## config.mk

```make
export PLATFORM = sky130hd
export DESIGN_NAME = uart_rx
export DESIGN_NICKNAME = d
export VERILOG_FILES = /design/src/rtl/uart_pkg.sv /design/src/rtl/uart_rx_sampler.sv /design/src/rtl/uart_rx.sv
export SDC_FILE = /design/constraint.sdc
export NUM_CORES = 1
export LEC_CHECK = 0
export BUFFER_PORTS_ARGS = -buffer_cell sky130_fd_sc_hd__buf_2
export CAP_MARGIN = 15
export CORE_ASPECT_RATIO = 1.4
export CORE_UTILIZATION = 26
export CTS_CLUSTER_DIAMETER = 50
export DETAILED_ROUTE_END_ITERATION = 8
export PLACE_DENSITY = 0.52
export RECOVER_POWER = 25
export SETUP_SLACK_MARGIN = 0.1
export SLEW_MARGIN = 15
export SYNTH_ARGS = -nofsm -noshare
export SYNTH_HDL_FRONTEND = slang
export SYNTH_SLANG_ARGS = --single-unit
```

## constraint.sdc

```tcl
create_clock -name CLK -period 2 [get_ports CLK]
set_input_delay 0.4 -clock CLK [delete_from_list [all_inputs] [get_ports CLK]]
set_output_delay 0.4 -clock CLK [all_outputs]
set_load 0.02 [all_outputs]
```

## src/rtl/uart_pkg.sv

```systemverilog
// Purpose : shared types and line-level constants for the UART receive path.
// Latency : n/a (declarations only).
// Backpressure: n/a.
package uart_pkg;

    typedef enum logic [2:0] {
        IDLE,
        START,
        DATA,
        PARITY,
        STOP
    } rx_state_t;

    localparam logic PAR_EVEN  = 1'b0;
    localparam logic PAR_ODD   = 1'b1;

    localparam logic LINE_IDLE = 1'b1;
    localparam logic START_BIT = 1'b0;

endpackage

```

## src/rtl/uart_rx_sampler.sv

```systemverilog
// Purpose : synchronise RX, keep the per-bit tick phase and majority-vote each bit.
// Latency : 2 cycles synchroniser; bit value resolved at tick OVERSAMPLE/2+1.
// Backpressure: none; free-running, phase restarted by start_pulse_i.
//
// Ports:
//   clk_i, rst_i    receiver clock, synchronous active-high reset
//   rx_i            asynchronous serial line
//   start_pulse_i   FSM saw the start edge this cycle (that cycle is tick 0)
//   rx_s_o          synchronised line
//   rx_vld_o        rx_s_o reflects the real line (synchroniser refilled after reset)
//   bit_val_o       3-sample majority, meaningful only when bit_strobe_o=1
//   bit_strobe_o    resolve tick
//   bit_end_o       last tick of the bit
module uart_rx_sampler
    import uart_pkg::*;
#(
    parameter int OVERSAMPLE = 8
) (
    input  logic clk_i,
    input  logic rst_i,
    input  logic rx_i,
    input  logic start_pulse_i,
    output logic rx_s_o,
    output logic rx_vld_o,
    output logic bit_val_o,
    output logic bit_strobe_o,
    output logic bit_end_o
);

    localparam int TW = $clog2(OVERSAMPLE);
    localparam logic [TW-1:0] T_SAMP0 = TW'(OVERSAMPLE/2 - 1);
    localparam logic [TW-1:0] T_SAMP1 = TW'(OVERSAMPLE/2);
    localparam logic [TW-1:0] T_RES   = TW'(OVERSAMPLE/2 + 1);
    localparam logic [TW-1:0] T_END   = TW'(OVERSAMPLE - 1);

    logic [1:0]    sync_q;
    logic [1:0]    fill_q;
    logic [TW-1:0] tick_q;
    logic [TW-1:0] tick_d;
    logic [1:0]    samp_q;
    logic          rx_s;

    assign rx_s = sync_q[1];

    // The start-edge cycle counts as tick 0, so the next cycle is tick 1.
    always_comb begin
        tick_d = tick_q + TW'(1);
        if (start_pulse_i) begin
            tick_d = TW'(1);
        end else if (tick_q == T_END) begin
            tick_d = '0;
        end
    end

    always_ff @(posedge clk_i) begin
        if (rst_i) begin
            sync_q <= {LINE_IDLE, LINE_IDLE};
            fill_q <= '0;
            tick_q <= '0;
            samp_q <= '0;
        end else begin
            sync_q <= {sync_q[0], rx_i};
            // Both flops still hold reset values for two cycles; the arming
            // logic must not mistake them for a genuinely idle line.
            if (fill_q != 2'd2) begin
                fill_q <= fill_q + 2'd1;
            end
            tick_q <= tick_d;
            if (tick_q == T_SAMP0) begin
                samp_q[0] <= rx_s;
            end
            if (tick_q == T_SAMP1) begin
                samp_q[1] <= rx_s;
            end
        end
    end

    // Third sample is the live value at the resolve tick.
    assign bit_val_o    = (samp_q[0] & samp_q[1]) | (samp_q[0] & rx_s) | (samp_q[1] & rx_s);
    assign bit_strobe_o = (tick_q == T_RES);
    assign bit_end_o    = (tick_q == T_END);
    assign rx_s_o       = rx_s;
    assign rx_vld_o     = (fill_q == 2'd2);

endmodule

```

## src/rtl/uart_rx.sv

```systemverilog
// Purpose : UART receiver: start/data/parity/stop deserialiser with error flags.
// Latency : result registered 1 cycle after stop-bit resolve (3 cycles after mid-stop incl. sync).
// Backpressure: none; results are single-cycle pulses, P_DATA holds the last good word.
//
// Ports:
//   CLK, RST          receiver clock (OVERSAMPLE x bit rate), synchronous active-high reset
//   RX_IN             asynchronous serial line, idles high
//   PAR_EN, PAR_TYP   parity enable / odd(1) or even(0), latched at start-bit detection
//   P_DATA            last error-free word
//   DATA_VALID        pulse: P_DATA updated
//   PAR_ERR, STP_ERR  pulses: parity mismatch / stop bit sampled 0
module uart_rx
    import uart_pkg::*;
#(
    parameter int DATA_LENGTH = 8,
    parameter int OVERSAMPLE  = 8
) (
    input  logic                   CLK,
    input  logic                   RST,
    input  logic                   RX_IN,
    input  logic                   PAR_EN,
    input  logic                   PAR_TYP,
    output logic [DATA_LENGTH-1:0] P_DATA,
    output logic                   DATA_VALID,
    output logic                   PAR_ERR,
    output logic                   STP_ERR
);

    localparam int CW = (DATA_LENGTH > 1) ? $clog2(DATA_LENGTH) : 1;
    localparam logic [CW-1:0] LAST_BIT = CW'(DATA_LENGTH - 1);

    rx_state_t              state_q;
    logic                   armed_q;
    logic [CW-1:0]          bit_cnt_q;
    logic [DATA_LENGTH-1:0] shift_q;
    logic                   par_en_q;
    logic                   par_typ_q;
    logic                   par_err_q;
    logic [DATA_LENGTH-1:0] p_data_q;
    logic                   data_valid_q;
    logic                   par_err_out_q;
    logic                   stp_err_q;

    logic rx_s;
    logic rx_vld;
    logic bit_val;
    logic bit_strobe;
    logic bit_end;
    logic start_pulse;

    assign start_pulse = (state_q == IDLE) && armed_q && (rx_s == START_BIT);

    uart_rx_sampler #(
        .OVERSAMPLE (OVERSAMPLE)
    ) u_sampler (
        .clk_i         (CLK),
        .rst_i         (RST),
        .rx_i          (RX_IN),
        .start_pulse_i (start_pulse),
        .rx_s_o        (rx_s),
        .rx_vld_o      (rx_vld),
        .bit_val_o     (bit_val),
        .bit_strobe_o  (bit_strobe),
        .bit_end_o     (bit_end)
    );

    always_ff @(posedge CLK) begin
        if (RST) begin
            state_q       <= IDLE;
            armed_q       <= 1'b0;
            bit_cnt_q     <= '0;
            shift_q       <= '0;
            par_en_q      <= 1'b0;
            par_typ_q     <= PAR_EVEN;
            par_err_q     <= 1'b0;
            p_data_q      <= '0;
            data_valid_q  <= 1'b0;
            par_err_out_q <= 1'b0;
            stp_err_q     <= 1'b0;
        end else begin
            data_valid_q  <= 1'b0;
            par_err_out_q <= 1'b0;
            stp_err_q     <= 1'b0;

            // Once a real high level has been seen the receiver stays armed,
            // so a break after a frame keeps producing framing errors.
            if (rx_vld && (rx_s == LINE_IDLE)) begin
                armed_q <= 1'b1;
            end

            case (state_q)
                IDLE: begin
                    if (start_pulse) begin
                        state_q   <= START;
                        par_en_q  <= PAR_EN;
                        par_typ_q <= PAR_TYP;
                        par_err_q <= 1'b0;
                    end
                end
                START: begin
                    if (bit_strobe && (bit_val == LINE_IDLE)) begin
                        state_q <= IDLE;
                    end else if (bit_end) begin
                        state_q   <= DATA;
                        bit_cnt_q <= '0;
                    end
                end
                DATA: begin
                    if (bit_strobe) begin
                        shift_q <= {bit_val, shift_q[DATA_LENGTH-1:1]};
                    end
                    if (bit_end) begin
                        if (bit_cnt_q == LAST_BIT) begin
                            state_q <= par_en_q ? PARITY : STOP;
                        end else begin
                            bit_cnt_q <= bit_cnt_q + CW'(1);
                        end
                    end
                end
                PARITY: begin
                    if (bit_strobe) begin
                        par_err_q <= (bit_val != ((^shift_q) ^ par_typ_q));
                    end
                    if (bit_end) begin
                        state_q <= STOP;
                    end
                end
                STOP: begin
                    // Leave at the resolve tick: the remaining half bit is the
                    // margin that lets a back-to-back start edge be caught.
                    if (bit_strobe) begin
                        state_q <= IDLE;
                        if (bit_val && !par_err_q) begin
                            p_data_q     <= shift_q;
                            data_valid_q <= 1'b1;
                        end
                        par_err_out_q <= par_err_q;
                        stp_err_q     <= ~bit_val;
                    end
                end
                default: state_q <= IDLE;
            endcase
        end
    end

    assign P_DATA     = p_data_q;
    assign DATA_VALID = data_valid_q;
    assign PAR_ERR    = par_err_out_q;
    assign STP_ERR    = stp_err_q;

endmodule

```

Yosys cells after proc, flatten, opt, wreduce, memory -nomap -nowiden:

Index checks and enable logic that the tools add are counted.

* input port bits: 5
* word-level logic and storage cells: 90
* output and inout bits: 11
* bits in registers: 38

* bitwise gates (word level): 10
* eq/ne operators: 22
* $add $sub $neg: 3
* reductions and logical operators: 18
* mux-type cells: 20

Operators by type and width (number)
* $mux 3: 12
* $ne 2x2->1 const B: 10
* $eq 3x3->1 const B: 5
* $pmux 3 s5: 1
* $eq 3x2->1 const B: 3
* $reduce_xor 8->1: 1
* $add 3x1->3 const B: 2
* $pmux 3 s2: 1
* $reduce_and 3->1: 2
* $reduce_and 6->1: 1
* $reduce_or 3->1: 2
* $logic_and 1x1->1: 5
* $mux 1: 5
* $reduce_and 5->1: 1
* $not 1->1: 4
* $reduce_and 2->1: 2
* $reduce_bool 2->1: 2
* $and 1x1->1: 3
* $eq 3x1->1 const B: 1
* $logic_not 3->1: 1
* $ne 3x3->1 const B: 1
* $add 2x1->2 const B: 1
* $eq 2x2->1 const B: 1
* $or 1x1->1: 2
* other kinds (4): 4

Longest topological paths before layout:

* depth in word-level cells: 6
* mapped depth: 7
* depth with buffers taken out: 6

Hierarchy:

From an unflattened synthesis, not the netlist that was laid out.

* cells, all modules: 176
* area, all modules: 1767.9 µm²

Modules (own cells, without submodules)
* uart_rx: cells an instance 138, sequential area each 580.6 µm², instances 1, area each 1342.5 µm²
* uart_rx_sampler: cells an instance 38, sequential area each 180.2 µm², instances 1, area each 425.4 µm²

Worst setup path after synthesis:

No wires, ideal clock.

* path kind: flip-flop to flip-flop
* start point: reg bit_cnt_q[0]
* end point: reg state_q[1]
* period minus slack after synthesis: 1.611 ns
* setup slack: 0.389 ns
* cell stages (with the launch flop): 7
* path buffers: 0
* data required time: 1.866 ns
* arrival time: 1.477 ns
* setup time: 0.134 ns
* cell sequence: dfxtp_1 > ha_1 > ha_1 > o21a_1 > o21ai_0 > a32o_1 > a211oi_1

* cells in the longest elaborated chain, start to end: 3

Ends and longest elaborated chain
* start, declared: line uart_rx.sv:34 `logic [CW-1:0] bit_cnt_q;`
* start signal, assigned: line uart_rx.sv:116 `bit_cnt_q <= bit_cnt_q + CW'(1);`
* $eq 3x3->1: line uart_rx.sv:113 `if (bit_cnt_q == LAST_BIT) begin`
* $ne 2x2->1 (no line)
* $reduce_and 6->1 (no line)
* end signal, assigned: line uart_rx.sv:114 `state_q <= par_en_q ? PARITY : STOP;`
* end, declared: line uart_rx.sv:32 `rx_state_t state_q;`

Every way passes these cells.
A chain may end at the register's enable or synchronous reset.

Worst setup path after layout:

* start point: reg u_sampler.tick_q[1]
* end point: reg state_q[1]

* cells in the longest elaborated chain, start to end: 4
* elaborated cells between the ends (all ways): 10
* classes of those cells: 6 x eq/ne; 2 x mux; 2 x reduce/logical

Ends and longest elaborated chain
* start, declared: line uart_rx_sampler.sv:38 `logic [TW-1:0] tick_q;`
* start signal, assigned: line uart_rx_sampler.sv:68 `tick_q <= tick_d;`
* $eq 3x3->1: line uart_rx_sampler.sv:80 `assign bit_strobe_o = (tick_q == T_RES);`
* $logic_and 1x1->1: line uart_rx.sv:101 `if (bit_strobe && (bit_val == LINE_IDLE)) begin`
* $ne 3x3->1 (no line) / $mux 3 (equally long branches)
* $reduce_and 6->1 (no line) / $pmux 3 s5 (equally long branches)

Several ways; a longest one is shown, not always the timed one.

==> metrics.md <==
| Metric | Value |
|---|---|
| Design area | `1990 um2` |
| Crit-path cells | `inv_1 > ha_1 > a211o_1 > a32oi_1 > a32o_1 > a211oi_1` |
| Root Buffer | `clkbuf_8` |
| Routed wire length | `3080 um` |
| Post-CTS setup buffers | `0` |
| Synth unique cells | `35` |
| CP max-delay cell | `dfxtp_1` |
| Sequential share of the synthesized area | `44.8%` |
| WP data arrival | `1.77 ns` |
| Synthesized area per cell | `9.81 um2` |
| I/O Pins | `16` |
| Initial drt markers | `33` |
| CTS tree | `built` |
| RSZ-0062 raised after global routing | `false` |
| Kind of end point of the critical path | `register` |
| Drt first pass iters | `3` |
| CP peak stage delay | `0.34 ns` |
| Worst Max-Slew Pin Slew | `0.777 ns` |
| CTS Hold Bufs | `0` |
| PostCTS Resize Cnt | `0` |
| H-tree depth | `2` |
| Die width | `70.3 um` |
| Max Fclk | `614 MHz` |
| Post-DP HPWL | `2220 um` |
| Antenna violation net count after detailed routing | `0` |
| Tightest Hold Check Type | `in -> reg` |
| Post-route minimum period | `1.63 ns` |
| Area after DPL | `1860 um2` |
| Total GRT Usage | `9.59%` |
| CTS buffer count | `5` |
| Vias | `1217` |
| FF-to-FF Start | `u_sampler.tick_q[1]` |
| # DRC | `0` |
| Initial antenna violation count | `0` |
| Reg2Reg Setup Slack | `0.37 ns` |
| R2R depth | `6` |
| Clock transition at path regs | `0.08 ns` |
| Max Slew Vio Count | `0` |
| Clock skew | `0.0120 ns` |
| CP max FO | `4` |
| Layout area overhead | `17.2%` |
| Final #Nets | `203` |
| Wire length per cell | `11.7 um` |
| Leak Pwr | `0.866 nW` |
| Site Rows | `34` |
| Via/cell ratio | `4.63` |
| Normalized max-slew margin | `48.2%` |
| Largest net degree at the start of global routing | `19` |
| Vias in the first global route | `1146` |
| Clock tree buffer depth | `2` |
| Final Cycle Share | `81.4%` |
| Reg2reg end | `state_q[1]` |
| IO Port Bufs | `15` |
| Starting density of the core | `27.2%` |
| Final Total Pwr | `1.77 mW` |
| Hold Path Depth | `2` |
| Flops & latches, synth | `38` |
| Final setup viols | `0` |
| VDD IR max | `0.240 mV` |
| Die Y | `97.6 um` |
| Syn Nets | `186` |
| CP startpoint kind | `register` |
| Mapped Cells | `173` |
| Proportion of layout cells with a drive suffix above 1 | `14.1%` |
| Max-cap violations | `0` |
| Mapped Area | `1700 um2` |
| Remaining global-route overflow | `0` |
| Antenna Cells | `0` |
| Status | `completed` |
| Power Dens Cells | `890 nW/um2` |
| First-pass GRT wire length | `5250 um` |
| Worst-Skew Late Latency | `0.29 ns` |
| Yosys warnings | `0` |
| Core area | `6250 um2` |
| Die area | `6860 um2` |
| Final Hold Viols | `0` |
| Worst Hold Path EP | `u_sampler.sync_q[0]` |
| Setup TNS | `0 ns` |
| Clk sinks | `38` |
| Origin of the worst min-delay path | `RX_IN` |
| GP Congestion | `0.782` |
| WS Path Type | `reg -> reg` |
| Critical path required time | `2.14 ns` |
metal layers:
| layer | routed length [um] | global-route usage [%] |
|---|---|---|
| met1 | 1460 | 10.7 |
| met2 | 1450 | 16.3 |
| met3 | 116 | 3.32 |
| met4 | 54 | 4.15 |
| met5 | 0 | 0 |
sequential cells by signal, summed over array words and instances (netlist names):
name	cells
DATA_VALID	1
PAR_ERR	1
P_DATA	8
STP_ERR	1
armed_q	1
bit_cnt_q	3
par_en_q	1
par_err_q	1
par_typ_q	1
shift_q	8
state_q	3
u_sampler.fill_q	2
u_sampler.samp_q	2
u_sampler.sync_q	2
u_sampler.tick_q	3
power breakdown:
| part | leakage, nW | total, mW | internal (mW) | switching (mW) |
|---|---|---|---|---|
| clock network | 0.0714 | 0.808 | 0.532 | 0.276 |
| registers | 0.308 | 0.823 | 0.795 | 0.0287 |
| logic | 0.486 | 0.139 | 0.0635 | 0.0754 |
metrics by stage:
step           hold slack (ns)  instances  setup WS [ns]  util, %
2_1_floorplan            0.389        173          0.389        -
3_3_place_gp             0.393        255          0.429     29.7
3_5_place_dp             0.393        255          0.389     29.7
4_1_cts                  0.285        263          0.376     32.0
5_1_grt                  0.281        263          0.233     31.8
6_report                 0.288        263          0.373     31.8
logic make-up after synthesis:
kind of cell / share of synthesized area, %
buf+inv: 3.91
mux: 13.0
flops: 44.8
compound gates: 8.03
simple gates: 18.5
xor+xnor: 5.23
fa+ha+maj: 6.56
cell usage after synthesis:
library cell,number,area share [%]
clkbuf_1,5,1.1
mux2i_1,22,13
nor3b_1,3,1.3
o21a_1,1,0.44
a211o_1,4,2.1
ha_1,8,5.9
dfxtp_1,38,45
nand4_1,2,0.74
nor4b_1,1,0.52
a32o_1,1,0.59
a211oi_1,1,0.44
nand2_1,6,1.3
and4b_1,1,0.59
nor3_1,2,0.59
nand2b_1,5,1.8
nor2_1,27,6.0
xor2_1,2,1.0
and2_1,1,0.37
maj3_2,1,0.66
a21o_1,1,0.44
a311o_1,1,0.59
xnor3_1,2,2.7
and3_1,2,0.74
a21oi_1,6,1.8
nand4b_1,2,1.0
buf_2,5,1.5
nor2b_1,1,0.37
xnor2_1,3,1.5
or2_2,4,1.5
a32oi_1,1,0.52
o21ai_0,2,0.59
a21bo_1,1,0.59
nor4_1,2,0.74
inv_1,6,1.3
nand3_1,3,0.88
cell type report:
cell class,count,area (um2)
fill,643,4260
multi-input combinational,119,871
sequential,38,761
timing repair buffer,20,103
tap,72,90.1
clock buffer,6,82.6
clock inverter,2,60.1
inverter,6,22.5
layout by cell type (no fill, tap or decap), types with 2 or more instances in the layout:
cell	netlist	layout
a211o_1	4	4
a21oi_1	6	6
and3_1	2	2
buf_2	5	10
buf_4	0	4
bufinv_16	0	2
clkbuf_1	5	6
clkbuf_8	0	6
dfxtp_1	38	38
ha_1	8	8
inv_1	6	6
mux2i_1	22	22
nand2_1	6	6
nand2b_1	5	5
nand3_1	3	3
nand4_1	2	2
nand4b_1	2	2
nor2_1	27	27
nor3_1	2	2
nor3b_1	3	3
nor4_1	2	2
o21ai_0	2	2
or2_2	4	4
xnor2_1	3	3
xnor3_1	2	2
xor2_1	2	2
critical path, delay by kind of cell, from the launching register on:
kind,cells,cell delay [ns]
flops,1,0.34
compound gates,4,0.90
fa+ha+maj,1,0.19
buf+inv,1,0.06
worst max-delay path by stage:
stage	from	to	slack [ns]	cells past startpoint
floorplan	bit_cnt_q[0]	state_q[1]	0.39	6
global placement	bit_cnt_q[0]	bit_cnt_q[0]	0.43	5
detailed placement	bit_cnt_q[0]	bit_cnt_q[1]	0.39	5
CTS	bit_cnt_q[0]	bit_cnt_q[1]	0.38	5
global route	u_sampler.tick_q[1]	shift_q[1]	0.23	7
finish	u_sampler.tick_q[1]	state_q[1]	0.37	6
(Power assumes the default switching activity.)
